File: src/rtl/loopyV_data_types.sv
// Shared loopyV types and constants used by the pipeline stage registers.
package loopyV_data_types;

  // Canonical RISC-V NOP: addi x0, x0, 0.
  localparam logic [31:0] RV_NOP = 32'h0000_0013;

  // Occupancy state of a skid-buffered pipeline stage.
  typedef enum logic [1:0] {
    EMPTY = 2'd0,
    FULL  = 2'd1,
    SKID  = 2'd2
  } pipe_state_t;

  // Number of beats held in a given stage state.
  function automatic logic [1:0] pipe_level(input pipe_state_t state);
    logic [1:0] lvl;
    lvl = 2'd0;
    case (state)
      EMPTY:   lvl = 2'd0;
      FULL:    lvl = 2'd1;
      SKID:    lvl = 2'd2;
      default: lvl = 2'd0;
    endcase
    return lvl;
  endfunction

endpackage

File: src/rtl/pipe_stage_skid.sv
// Pipeline stage register with valid/ready handshake and a two-entry skid buffer.
// The main register always drives out_data; the skid register absorbs the one beat that
// can arrive while downstream stalls, so in_ready is a pure function of registered state.
module pipe_stage_skid
  import loopyV_data_types::*;
#(
  parameter int unsigned       DATA_W      = 64,
  parameter logic [DATA_W-1:0] BUBBLE_DATA = DATA_W'({32'h0000_0000, RV_NOP})
) (
  input  logic              clk,
  input  logic              arst,
  input  logic              flush,
  input  logic              in_valid,
  output logic              in_ready,
  input  logic [DATA_W-1:0] in_data,
  output logic              out_valid,
  input  logic              out_ready,
  output logic [DATA_W-1:0] out_data,
  output logic [1:0]        level
);

  pipe_state_t       state_q, state_d;
  logic [DATA_W-1:0] main_q, main_d;
  logic [DATA_W-1:0] skid_q, skid_d;
  logic              in_fire;
  logic              out_fire;

  // Outputs come straight from registered state, so no ready path crosses the stage.
  assign out_valid = (state_q != EMPTY);
  assign in_ready  = (state_q != SKID);
  assign level     = pipe_level(state_q);
  assign out_data  = main_q;

  assign in_fire  = in_valid & in_ready;
  assign out_fire = out_valid & out_ready;

  // Next-state and payload movement for the three-state occupancy FSM.
  always_comb begin
    state_d = state_q;
    main_d  = main_q;
    skid_d  = skid_q;

    if (flush) begin
      // Squash everything, including any beat offered this cycle.
      state_d = EMPTY;
      main_d  = BUBBLE_DATA;
      skid_d  = BUBBLE_DATA;
    end else begin
      case (state_q)
        EMPTY: begin
          if (in_fire) begin
            state_d = FULL;
            main_d  = in_data;
          end
        end
        FULL: begin
          if (in_fire && out_fire) begin
            main_d = in_data;
          end else if (in_fire) begin
            // Downstream stalled: park the new beat, keep the head stable.
            state_d = SKID;
            skid_d  = in_data;
          end else if (out_fire) begin
            state_d = EMPTY;
            main_d  = BUBBLE_DATA;
          end
        end
        SKID: begin
          // in_ready is low here, so only the drain side can move.
          if (out_fire) begin
            state_d = FULL;
            main_d  = skid_q;
            skid_d  = BUBBLE_DATA;
          end
        end
        default: begin
          // Unreachable encoding: recover to a clean empty stage.
          state_d = EMPTY;
          main_d  = BUBBLE_DATA;
          skid_d  = BUBBLE_DATA;
        end
      endcase
    end
  end

  // State, main and skid registers; reset drops held beats immediately.
  always_ff @(posedge clk or posedge arst) begin
    if (arst) begin
      state_q <= EMPTY;
      main_q  <= BUBBLE_DATA;
      skid_q  <= BUBBLE_DATA;
    end else begin
      state_q <= state_d;
      main_q  <= main_d;
      skid_q  <= skid_d;
    end
  end

endmodule
File: config.mk
export PLATFORM = sky130hd
export DESIGN_NAME = pipe_stage_skid
export DESIGN_NICKNAME = d
export VERILOG_FILES = /design/src/rtl/loopyV_data_types.sv /design/src/rtl/pipe_stage_skid.sv
export SDC_FILE = /design/constraint.sdc
export NUM_CORES = 1
export LEC_CHECK = 0
export CAP_MARGIN = 0
export CORE_ASPECT_RATIO = 1.4
export CORE_MARGIN = 3
export CORE_UTILIZATION = 40
export CTS_CLUSTER_SIZE = 14
export DETAILED_ROUTE_END_ITERATION = 6
export GPL_TIMING_DRIVEN = 0
export PLACE_DENSITY = 0.71
export REMOVE_ABC_BUFFERS = 1
export SLEW_MARGIN = 40
export SYNTH_ARGS = -nofsm -noshare
export SYNTH_HDL_FRONTEND = slang
export SYNTH_SLANG_ARGS = --single-unit
File: constraint.sdc
create_clock -name clk -period 5.4 [get_ports clk]
set_input_delay 1.08 -clock clk [delete_from_list [all_inputs] [get_ports clk]]
set_output_delay 1.08 -clock clk [all_outputs]
set_load 0.01 [all_outputs]
Word-level counts from Yosys, hierarchy flattened
Cells that the tools add are included.
{"block": "op_classes", "mux": 18, "bitwise": 2, "n_div": 0, "shifts": 0, "multipliers": 0, "addsub": 0, "n_reduce_logical": 6, "n_lt_le_gt_ge": 0, "eq_ne": 11}
{"cell": "64-bit two-way mux", "count": 8}
{"cell": "64-bit one-hot mux with 3 select lines", "count": 2}
{"cell": "2-bit two-way mux", "count": 6}
{"cell": "3-bit != test (second input constant)", "count": 4}
{"cell": "4-bit != test (second input constant)", "count": 3}
{"cell": "4-bit AND reduction", "count": 3}
{"cell": "2-bit one-hot mux with 3 select lines", "count": 1}
{"cell": "2-bit != test (second input constant)", "count": 2}
{"cell": "2-bit one-hot mux with 2 select lines", "count": 1}
{"cell": "1-bit bitwise AND", "count": 2}
{"cell": "2-bit by 1-bit equality test with 1-bit output (second input constant)", "count": 1}
{"cell": "2-bit equality test (second input constant)", "count": 1}
{"cell": "2-bit logical NOT", "count": 1}
{"cell": "2-bit nonzero test", "count": 1}
{"cell": "1-bit logical AND", "count": 1}
{"block": "word_totals", "input_bits": 69, "mem_bits_ro": 0, "mem_count": 0, "latch_bits": 0, "ramBits": 0, "reg_bits": 130, "output_inout_bits": 68}

Longest topological paths before layout
Gate-level depths: netlist of run 1.
{"block": "depth", "ltp_word": 7, "mapped_depth": 7}

Least setup slack after synthesis of run 1
Ideal clock, no wire load.
{"block": "synth_path", "path_kind": "register to output", "start": "register state_q[0]", "end": "output out_valid", "arrival_time_ps": 1129, "path_stages_with_launch": 4, "path_buffers": 2, "required_ps": 4320, "slack_ps": 3191, "path_cell_list": "dfrtp_1 clkbuf_1 buf_1 or2_2"}
{"block": "synth_via", "elab_chain_len": 1}
{"item": "start, declared", "line_no": "pipe_stage_skid.sv:22", "rtl": "pipe_state_t state_q, state_d;"}
{"item": "start signal, assigned", "line_no": "pipe_stage_skid.sv:93", "rtl": "state_q <= state_d;"}
{"item": "2-bit nonzero test", "line_no": "pipe_stage_skid.sv:29", "rtl": "assign out_valid = (state_q != EMPTY);"}
{"item": "end, declared", "line_no": "pipe_stage_skid.sv:16", "rtl": "output logic out_valid,"}
Every way passes these cells.

Final worst setup path of run 1
{"block": "layout_path", "start": "register state_q[0]", "end": "output level[0]"}
{"block": "layout_via", "elab_chain_len": 2, "word_cells_on_any_way": 3, "cone_classes": "eq/ne: 2; mux: 1"}
{"item": "2-bit equality test / 2-bit by 1-bit equality test with 1-bit output (equally long branches)", "line_no": "loopyV_data_types.sv:18", "rtl": "case (state)"}
{"item": "2-bit one-hot mux with 2 select lines (*)", "line_no": "loopyV_data_types.sv:18"}
{"item": "end, declared", "line_no": "pipe_stage_skid.sv:19", "rtl": "output logic [1:0] level"}
Mark *: on every way between the ends. The rest lies on a longest branch, timed or not.

==> results of run 1 <==
## stage by stage
step / instances / total power, W / cell area [sq um] / utilization [%] / setup slack, ns
4_1_cts: 919 / 0.002688 / 8880 / 56.16 / 2.091
3_5_place_dp: 891 / 0.001574 / 8323 / 52.64 / 2.139
2_1_floorplan: 541 / 0.001317 / 6299 / - / 0.6985
6_report: 920 / 0.002659 / 8882 / 56.18 / 2.130
3_3_place_gp: 873 / 0.001529 / 7905 / 50.00 / -1.521
5_1_grt: 919 / 0.002779 / 8880 / 56.16 / 1.993
## sequential cells by signal, summed over array words and instances (netlist names)
register,count
out_data,64
state_q,2
skid_q,64
## worst reg2reg max path, delay by kind of cell (launching register included)
kind            cells  cell delay [ns]
buf+inv             4             0.99
simple gates        1             0.53
mux                 2             0.37
compound gates      1             0.20
flops               1             0.66
## synthesized netlist by cell type
cell type and number:
a21oi_4 1, clkbuf_1 14, buf_4 20, buf_2 13, a21o_1 1, or2_1 1, inv_1 66, nor2_2 2
o22a_1 1, nor2b_1 7, dfstp_2 6, nor2_1 2, buf_1 1, a22o_1 61, a21oi_1 6, mux2_2 3
nand2_1 65, a22oi_1 3, nor2_4 1, nor3_1 1, or2_2 1, o2bb2ai_1 61, mux2i_1 124, nand2b_1 4
dfrtp_1 124
## layer usage
layer	vias to the layer above	global-route usage, %	wire (microns)
li1	2339	-	-
met1	2549	23.44	6805
met2	116	33.56	8776
met3	33	4.054	593
met4	0	9.055	489
met5	-	0	0
## worst paths after layout
check / endpoint / slack (ns) / depth (start not counted) / startpoint
worst min register to register: out_data[4] / 0.49 / 2 / out_data[4]
worst max register to register: out_data[13] / 2.58 / 8 / state_q[1]
worst max-delay path: level[0] / 2.13 / 3 / state_q[0]
worst min-delay path: out_data[4] / 0.49 / 2 / out_data[4]
max in group asynchronous: skid_q[4] / 3.58 / 3 / arst
min in group asynchronous: out_data[40] / 1.10 / 2 / arst
## power groups by stage
stage / Combinational (W) / Clock (W) / Sequential, W
3_5_place_dp: 0.000469 / 0 / 0.00111
4_1_cts: 0.000471 / 0.00113 / 0.00109
5_1_grt: 0.000504 / 0.00118 / 0.00110
3_3_place_gp: 0.000413 / 0 / 0.00112
2_1_floorplan: 0.000196 / 0 / 0.00112
6_report: 0.000465 / 0.00110 / 0.00109
## cell families (layout without fill, tap and decap cells)
family | count (synthesis) | count (layout) | share of synthesized area, %
buffers and inverters | 114 | 248 | 7.903
other | 0 | 1 | 0
muxes | 127 | 127 | 19.41
AOI/OAI and AO/OA | 134 | 134 | 17.56
DFF | 130 | 130 | 49.63
and+or+nand+nor | 84 | 84 | 5.504
## cell type report
| class | instances | area (sq um) | share of cell area, % |
|---|---|---|---|
| Antenna cell | 1 | 2.502 | 0.02817 |
| Clock buffer | 22 | 474.2 | 5.339 |
| Clock inverter | 6 | 82.58 | 0.9297 |
| Inverter | 66 | 255.2 | 2.874 |
| Multi-Input combinational cell | 345 | 2808 | 31.61 |
| Sequential cell | 130 | 3268 | 36.79 |
| Tap cell | 196 | 245.2 | 2.761 |
| Timing Repair Buffer | 154 | 1747 | 19.66 |
==> impl_metrics.py, run 1 <==
metrics = {
    "global_route": {
        "grt_start_max_net_pins": 74,
        "gr-total-overflow": 0,
        "track_usage_pct": 19.54,
        "grt_pass1_vias": 5429,
        "grt_pass1_wl_microns": 27900,
        "grt_antenna_before_repair": 0,
    },
    "sta": {
        "hold_ws_ns": 0.4892,
        "setup_viol": 0,
        "final.setup.tns_ns": 0,
        "relSlewSlack_pct": 55.54,
        "finClkSkew_ns": 0.009179,
        "worst_pin_slew_ns": 0.6654,
        "fmax_ghz": 0.3059,
        "rsz0062_at_grt": "no",
        "hold_violations": 0,
        "min_period_ns": 3.270,
        "slew_viol_final": 0,
        "period_share_pct": 60.55,
    },
    "routing": {
        "post_drt_wl_per_cell_microns": 18.11,
        "drt_iter0_drc": 278,
        "post-route-drc-count": 0,
        "wl_microns": 16660,
        "ant_nets": 0,
        "via_per_inst": 5.475,
        "via_count": 5037,
        "firstDrtPassIters": 6,
    },
    "job": {
        "cap_violations": 0,
    },
    "setup_path": {
        "critPathMaxFanout": 48,
        "required_ns": 4.32,
        "crit_chain": "buf_12 -> nor2b_1 -> clkdlybuf4s50_1",
        "criticalPathCategory": "reg2out",
        "cp-start-kind": "flip-flop",
        "path_buf_inv": 2,
        "cpPeakStageDelay_ns": 0.62,
        "critical_path.slowest_cell": "dfrtp_4",
        "arrival_ns": 2.19,
        "path_delay_family": "buffers and inverters",
        "crit_path_end_kind": "output port",
    },
    "placement": {
        "gp_congestion": 0.7420,
        "io_buffers": 136,
        "dpl.hpwl_microns": 11470,
    },
    "final_layout": {
        "final_common_cell": "clkdlybuf4s50_1",
        "syn2layout_area_growth_pct": 35.19,
        "fillers": 1359,
        "fin_nets": 783,
        "most-common-layout-cells": "136 x clkdlybuf4s50_1, 124 x mux2i_1, 122 x dfrtp_1",
        "final_layout_size_suffix_gt1_share_pct": 8.575,
    },
    "floorplanning": {
        "ios": 137,
        "core_area_sq_mm": 0.01581,
        "start_util_pct": 41.56,
        "die_w_microns": 114.3,
        "die_y_microns": 157.6,
        "fp-row-count": 54,
        "die_area_sq_mm": 0.01802,
    },
    "logic_synthesis": {
        "ys_warn_count": 0,
        "synth_top_area_cell": "dfrtp_1",
        "syn_avg_cell_area_sq_um": 11.15,
        "ys_types": 25,
        "synthTopCellsByArea": "dfrtp_1 47%, mux2i_1 19%, a22o_1 8.1%",
        "synth_cells": 589,
        "ys_seq_area_share_pct": 49.63,
        "synth_top_area_share_pct": 47.23,
        "synth-seq-cells": 130,
        "netlist_area_sq_mm": 0.006570,
    },
    "clock_tree": {
        "cts_hold_buf": 0,
        "clk_latency_ns": 0.41,
        "cts_tree": "yes",
        "cts.repair.resized": 0,
        "cts_setup_buffers": 0,
        "cts_buffers": 17,
        "clock-root-buffer": "clkbuf_16",
        "h-tree-depth": 4,
        "cts_buffer_depth": 2,
        "cts.clk_slew.worst_paths_ns": 0.05,
        "cts_sinks": 130,
    },
    "power": {
        "seqPwrFrac_pct": 41.0,
        "power_density_mw_per_mm2": 299.3,
        "swShare_pct": 25.14,
        "p_leak_nw": 3.711,
        "p_int_w": 0.001990,
        "p_clk_share_pct": 41.5,
        "ir_drop_uv": 166.2,
        "combPwrFrac_pct": 17.5,
        "switching_power_w": 0.0006685,
    },
    "outcome": {
        "status": "completed",
    },
    "hold_path": {
        "hold_path_class": "reg2reg",
    },
}
(Power assumes the default switching activity.)
==> run 2, diff against run 1 <==
--- a/config.mk
+++ b/config.mk
@@ -12,7 +12,7 @@
 export CTS_CLUSTER_SIZE = 14
 export DETAILED_ROUTE_END_ITERATION = 6
 export GPL_TIMING_DRIVEN = 0
-export PLACE_DENSITY = 0.71
+export PLACE_DENSITY = 0.74
 export REMOVE_ABC_BUFFERS = 1
 export SLEW_MARGIN = 40
 export SYNTH_ARGS = -nofsm -noshare
==> constraint.sdc (replaced) <==
create_clock -name clk -period 2.8 [get_ports clk]
set_input_delay 0.56 -clock clk [delete_from_list [all_inputs] [get_ports clk]]
set_output_delay 0.56 -clock clk [all_outputs]
set_load 0.01 [all_outputs]
==> run 2 against run 1 <==
Net effect:
- critical path depth up 1
- via count up 0.52%
- combinational power up 98%
- clock-buffer cell count up 3
- clock power up 110%
- power up 99%
- flip-flop and latch count unchanged
==> impl_metrics.py, run 2 (synthesized netlist as in run 1, its figures left out) <==
metrics = {
    "setup_path": {
        "cp-start-kind": "flip-flop",
        "crit_path_end_kind": "output port",
        "cpPeakStageDelay_ns": 0.53,
        "r2r_slack_ns": 0.60,
        "required_ns": 2.24,
        "path_buf_inv": 3,
        "criticalPathCategory": "reg2out",
        "critPathMaxFanout": 33,
        "crit_chain": "buf_12 -> buf_16 -> or2_2 -> clkdlybuf4s50_1",
        "critical_path.slowest_cell": "dfrtp_4",
        "arrival_ns": 2.18,
        "path_delay_family": "buffers and inverters",
    },
    "power": {
        "totalPowerFinal_w": 0.005293,
        "p_leak_nw": 3.794,
        "power_density_mw_per_mm2": 584.4,
        "ir_drop_uv": 331.0,
    },
    "final_layout": {
        "fin_nets": 789,
        "final_layout_size_suffix_gt1_share_pct": 9.302,
        "final_core_util_pct": 57.29,
        "most-common-layout-cells": "136 x clkdlybuf4s50_1, 124 x mux2i_1, 122 x dfrtp_1",
        "antenna_cells": 0,
        "final_common_cell": "clkdlybuf4s50_1",
        "stdcell_count": 927,
        "fillers": 1351,
        "syn2layout_area_growth_pct": 37.86,
    },
    "global_route": {
        "grt_start_max_net_pins": 67,
        "grt_pass1_wl_microns": 27850,
        "track_usage_pct": 19.53,
        "grt_antenna_before_repair": 0,
        "gr-total-overflow": 0,
        "grt_pass1_vias": 5354,
    },
    "floorplanning": {
        "core_area_sq_mm": 0.01581,
        "fp-row-count": 54,
        "die_area_sq_mm": 0.01802,
        "die_w_microns": 114.3,
        "ios": 137,
        "die_y_microns": 157.6,
        "start_util_pct": 41.56,
    },
    "routing": {
        "ant_nets": 0,
        "post_drt_wl_per_cell_microns": 18.48,
        "via_count": 5063,
        "via_per_inst": 5.462,
        "firstDrtPassIters": 5,
        "post-route-drc-count": 0,
        "wl_microns": 17130,
        "drt_iter0_drc": 300,
    },
    "clock_tree": {
        "cts_sinks": 130,
        "cts_buffers": 17,
        "clk_latency_ns": 0.41,
        "cts_tree": "yes",
        "clock-root-buffer": "clkbuf_16",
        "h-tree-depth": 4,
        "cts.clk_slew.worst_paths_ns": 0.05,
        "cts_buffer_depth": 2,
    },
    "sta": {
        "worst_pin_slew_ns": 0.5671,
        "finClkSkew_ns": 0.006006,
        "setup_viol": 0,
        "hold_violations": 0,
        "hold_ws_ns": 0.5014,
        "period_share_pct": 97.72,
        "relSlewSlack_pct": 62.20,
        "min_period_ns": 2.736,
        "timing.final.ws_setup_ns": 0.06371,
        "fmax_ghz": 0.3655,
        "rsz0062_at_grt": "no",
        "slew_viol_final": 0,
    },
    "outcome": {
        "status": "completed",
    },
    "job": {
        "cap_violations": 0,
    },
    "placement": {
        "io_buffers": 136,
        "dpl.hpwl_microns": 11710,
        "preCtsSetupSlack_ns": 0.09708,
        "gp_congestion": 0.7634,
        "dp.cells": 894,
    },
    "hold_path": {
        "hold_path_class": "reg2reg",
    },
}
-- run 2: where the power goes --
part	leakage (nW)	internal [W]	switching (W)
sequential	1.74	0.00201	0.0000941
combinational	1.76	0.000491	0.000429
clock	0.293	0.00148	0.000784
-- run 2: path summary, 6_finish.rpt --
kind	endpoint	start	cells past startpoint
hold reg to reg	out_data[4]	out_data[4]	2
min in group asynchronous	out_data[51]	arst	2
setup reg to reg	skid_q[29]	state_q[0]	5
setup / recovery	out_valid	state_q[1]	4
max in group asynchronous	out_data[4]	arst	3
hold / removal	out_data[4]	out_data[4]	2
-- run 2: worst register-to-register path, stage by stage, from the launching register on --
cell and delay, ns:
dfrtp_4 0.70, o22a_1 0.33, nor2_4 0.42, buf_8 0.27
buf_16 0.18, mux2i_1 0.22
-- run 2: layout make-up --
cell class	count	area, sq um	share of cell area (%)
multi-input combinational	345	2808	31.00
sequential	130	3268	36.08
tap	196	245.2	2.708
clock inverter	5	100.1	1.105
clock buffer	25	495.5	5.470
timing repair buffer	160	1886	20.82
inverter	66	255.2	2.818
-- run 2: stage by stage --
| stage | area [sq um] | setup TNS [ns] |
|---|---|---|
| 2_1_floorplan | 6299 | -371.61 |
| 6_report | 9057 | 0 |
| 3_5_place_dp | 8414 | 0 |
| 3_3_place_gp | 7905 | -885.89 |
| 4_1_cts | 9010 | 0 |
| 5_1_grt | 9057 | 0 |
-- run 2: repair_timing --
item / in CTS / in global routing
hold buffers: 0 / 0
resized for setup: 0 / 1
buffers inserted: 0 / 2
setup endpoints to repair: 0 / 1
-- run 2: layer usage --
metal / vias to the layer above / share of wire, % / global-route usage [%] / wire (microns)
met3: 37 / 3.6 / 3.901 / 618
li1: 2357 / - / - / -
met2: 122 / 53 / 33.92 / 9093
met1: 2547 / 41 / 23.51 / 6942
met5: - / 0 / 0 / 0
met4: 0 / 2.8 / 8.376 / 480
==> run 3, diff against run 2 <==
--- a/config.mk
+++ b/config.mk
@@ -12,7 +12,7 @@
 export CTS_CLUSTER_SIZE = 14
 export DETAILED_ROUTE_END_ITERATION = 6
 export GPL_TIMING_DRIVEN = 0
-export PLACE_DENSITY = 0.74
+export PLACE_DENSITY = 0.71
 export REMOVE_ABC_BUFFERS = 1
 export SLEW_MARGIN = 40
 export SYNTH_ARGS = -nofsm -noshare
==> constraint.sdc (replaced) <==
create_clock -name clk -period 2.9 [get_ports clk]
set_input_delay 0.58 -clock clk [delete_from_list [all_inputs] [get_ports clk]]
set_output_delay 0.58 -clock clk [all_outputs]
set_load 0.01 [all_outputs]
==> run 3 against run 2 <==
Net effect:
- die area unchanged
- non-clock buffer count is 4 lower
- via count about the same
- register-to-register slack got worse by 0.28 ns
- worst hold slack got worse by 0.012 ns
- clock skew up 0.0030 ns
- power fell by 6.2%
==> impl_metrics.py, run 3 (synthesized netlist as in run 1, its figures left out) <==
metrics = {
    "floorplanning": {
        "die_w_microns": 114.3,
        "die_y_microns": 157.6,
        "die_area_sq_mm": 0.01802,
        "core_area_sq_mm": 0.01581,
        "ios": 137,
        "start_util_pct": 41.56,
        "fp-row-count": 54,
    },
    "power": {
        "combPwrFrac_pct": 17.7,
        "seqPwrFrac_pct": 40.8,
        "power_density_mw_per_mm2": 556.9,
        "p_clk_share_pct": 41.5,
        "switching_power_w": 0.001252,
        "p_int_w": 0.003711,
        "ir_drop_uv": 309.7,
        "swShare_pct": 25.22,
        "p_leak_nw": 3.725,
    },
    "routing": {
        "wl_met1_microns": 6846,
        "via_count": 5062,
        "post-route-drc-count": 0,
        "wl_met3_microns": 649,
        "ant_nets": 0,
        "wl_met2_microns": 9011,
        "drt_iter0_drc": 289,
        "firstDrtPassIters": 4,
        "wl_microns": 17060,
        "topRoutingLayerUsed": "met4",
        "post_drt_wl_per_cell_microns": 18.48,
        "via_per_inst": 5.484,
    },
    "placement": {
        "gp_congestion": 0.7420,
        "io_buffers": 136,
        "dp.cells": 891,
        "place_area_sq_mm": 0.008323,
        "dpl.hpwl_microns": 11470,
    },
    "outcome": {
        "status": "completed",
    },
    "sta": {
        "hold_ws_ns": 0.4890,
        "rsz0062_at_grt": "no",
        "fmax_ghz": 0.3648,
        "period_share_pct": 94.52,
        "setup_viol": 0,
        "relSlewSlack_pct": 55.06,
        "min_period_ns": 2.741,
        "finClkSkew_ns": 0.008959,
        "worst_pin_slew_ns": 0.6725,
        "hold_violations": 0,
        "slew_viol_final": 0,
    },
    "final_layout": {
        "stdcell_count": 923,
        "most-common-layout-cells": "136 x clkdlybuf4s50_1, 124 x mux2i_1, 122 x dfrtp_1",
        "final_layout_size_suffix_gt1_share_pct": 8.953,
        "final_core_util_pct": 56.35,
        "fin_nets": 786,
        "final_common_cell": "clkdlybuf4s50_1",
        "design_area_sq_mm": 0.008910,
        "syn2layout_area_growth_pct": 35.61,
    },
    "clock_tree": {
        "cts_buffers": 17,
        "cts_sinks": 130,
        "clock-root-buffer": "clkbuf_16",
        "cts_hold_buf": 0,
        "cts_buffer_depth": 2,
        "cts.clk_slew.worst_paths_ns": 0.06,
        "clk_latency_ns": 0.41,
        "cts_tree": "yes",
        "h-tree-depth": 4,
    },
    "global_route": {
        "grt_antenna_before_repair": 0,
        "grt_pass1_wl_microns": 27900,
        "track_usage_pct": 19.54,
        "grt_start_max_net_pins": 74,
        "gr-total-overflow": 0,
        "grt_pass1_vias": 5429,
    },
    "job": {
        "cap_violations": 0,
    },
    "setup_path": {
        "criticalPathCategory": "reg2out",
        "cp-start-kind": "flip-flop",
        "critPathMaxFanout": 27,
        "arrival_ns": 2.16,
        "required_ns": 2.32,
        "crit_path_end_kind": "output port",
    },
    "hold_path": {
        "hold_path_class": "reg2reg",
    },
}
==> run 3: repair_timing <==
| action | CTS | global route |
|---|---|---|
| resized for setup | 0 | 0 |
| buffers inserted | 0 | 2 |
| endpoints found under the setup margin | 0 | 23 |
==> run 3: cell type report <==
| type | instances | area, sq um |
|---|---|---|
| Fill cell | 1358 | 6900 |
| Sequential cell | 130 | 3268 |
| Multi-Input combinational cell | 346 | 2814 |
| Timing Repair Buffer | 156 | 1768 |
| Clock buffer | 22 | 474.2 |
| Inverter | 66 | 255.2 |
| Tap cell | 196 | 245.2 |
| Clock inverter | 6 | 82.58 |
| Antenna cell | 1 | 2.502 |
==> run 3: per-layer routing <==
| layer | GRT usage [%] | vias up |
|---|---|---|
| li1 | - | 2344 |
| met1 | 23.44 | 2545 |
| met2 | 33.56 | 137 |
| met3 | 4.054 | 36 |
| met4 | 9.055 | 0 |
| met5 | 0 | - |
==> run 3: metrics by stage <==
step / setup TNS, ns / power [W] / setup slack, ns
2_1_floorplan: -347.89 / 0.002452 / -1.801
3_3_place_gp: -866.40 / 0.002848 / -4.021
3_5_place_dp: 0 / 0.002932 / 0.08612
4_1_cts: 0 / 0.005005 / 0.07512
5_1_grt: 0 / 0.005186 / 0.03680
6_report: 0 / 0.004962 / 0.1588
==> run 3: power by group through the flow <==
stage          clock, W  combinational [W]  sequential [W]
4_1_cts         0.00210           0.000877         0.00203
3_3_place_gp          0           0.000769         0.00208
2_1_floorplan         0           0.000366         0.00209
3_5_place_dp          0           0.000874         0.00206
6_report        0.00206           0.000880         0.00203
5_1_grt         0.00219           0.000953         0.00204
==> run 3: final timing paths <==
kind | start | depth (start not counted) | slack (ns) | end
worst min register to register | out_data[4] | 2 | 0.49 | out_data[4]
worst max-delay path | state_q[1] | 4 | 0.16 | level[1]
max in group asynchronous | arst | 3 | 1.57 | skid_q[4]
worst min-delay path | out_data[4] | 2 | 0.49 | out_data[4]
worst max register to register | state_q[1] | 8 | 0.32 | out_data[13]
min in group asynchronous | arst | 2 | 0.60 | out_data[40]
==> run 3: worst max-delay path, stage by stage (launching register included) <==
cell and delay (ns):
dfrtp_4 0.66, buf_12 0.27, nand2b_1 0.09, inv_1 0.15, clkdlybuf4s50_1 0.57
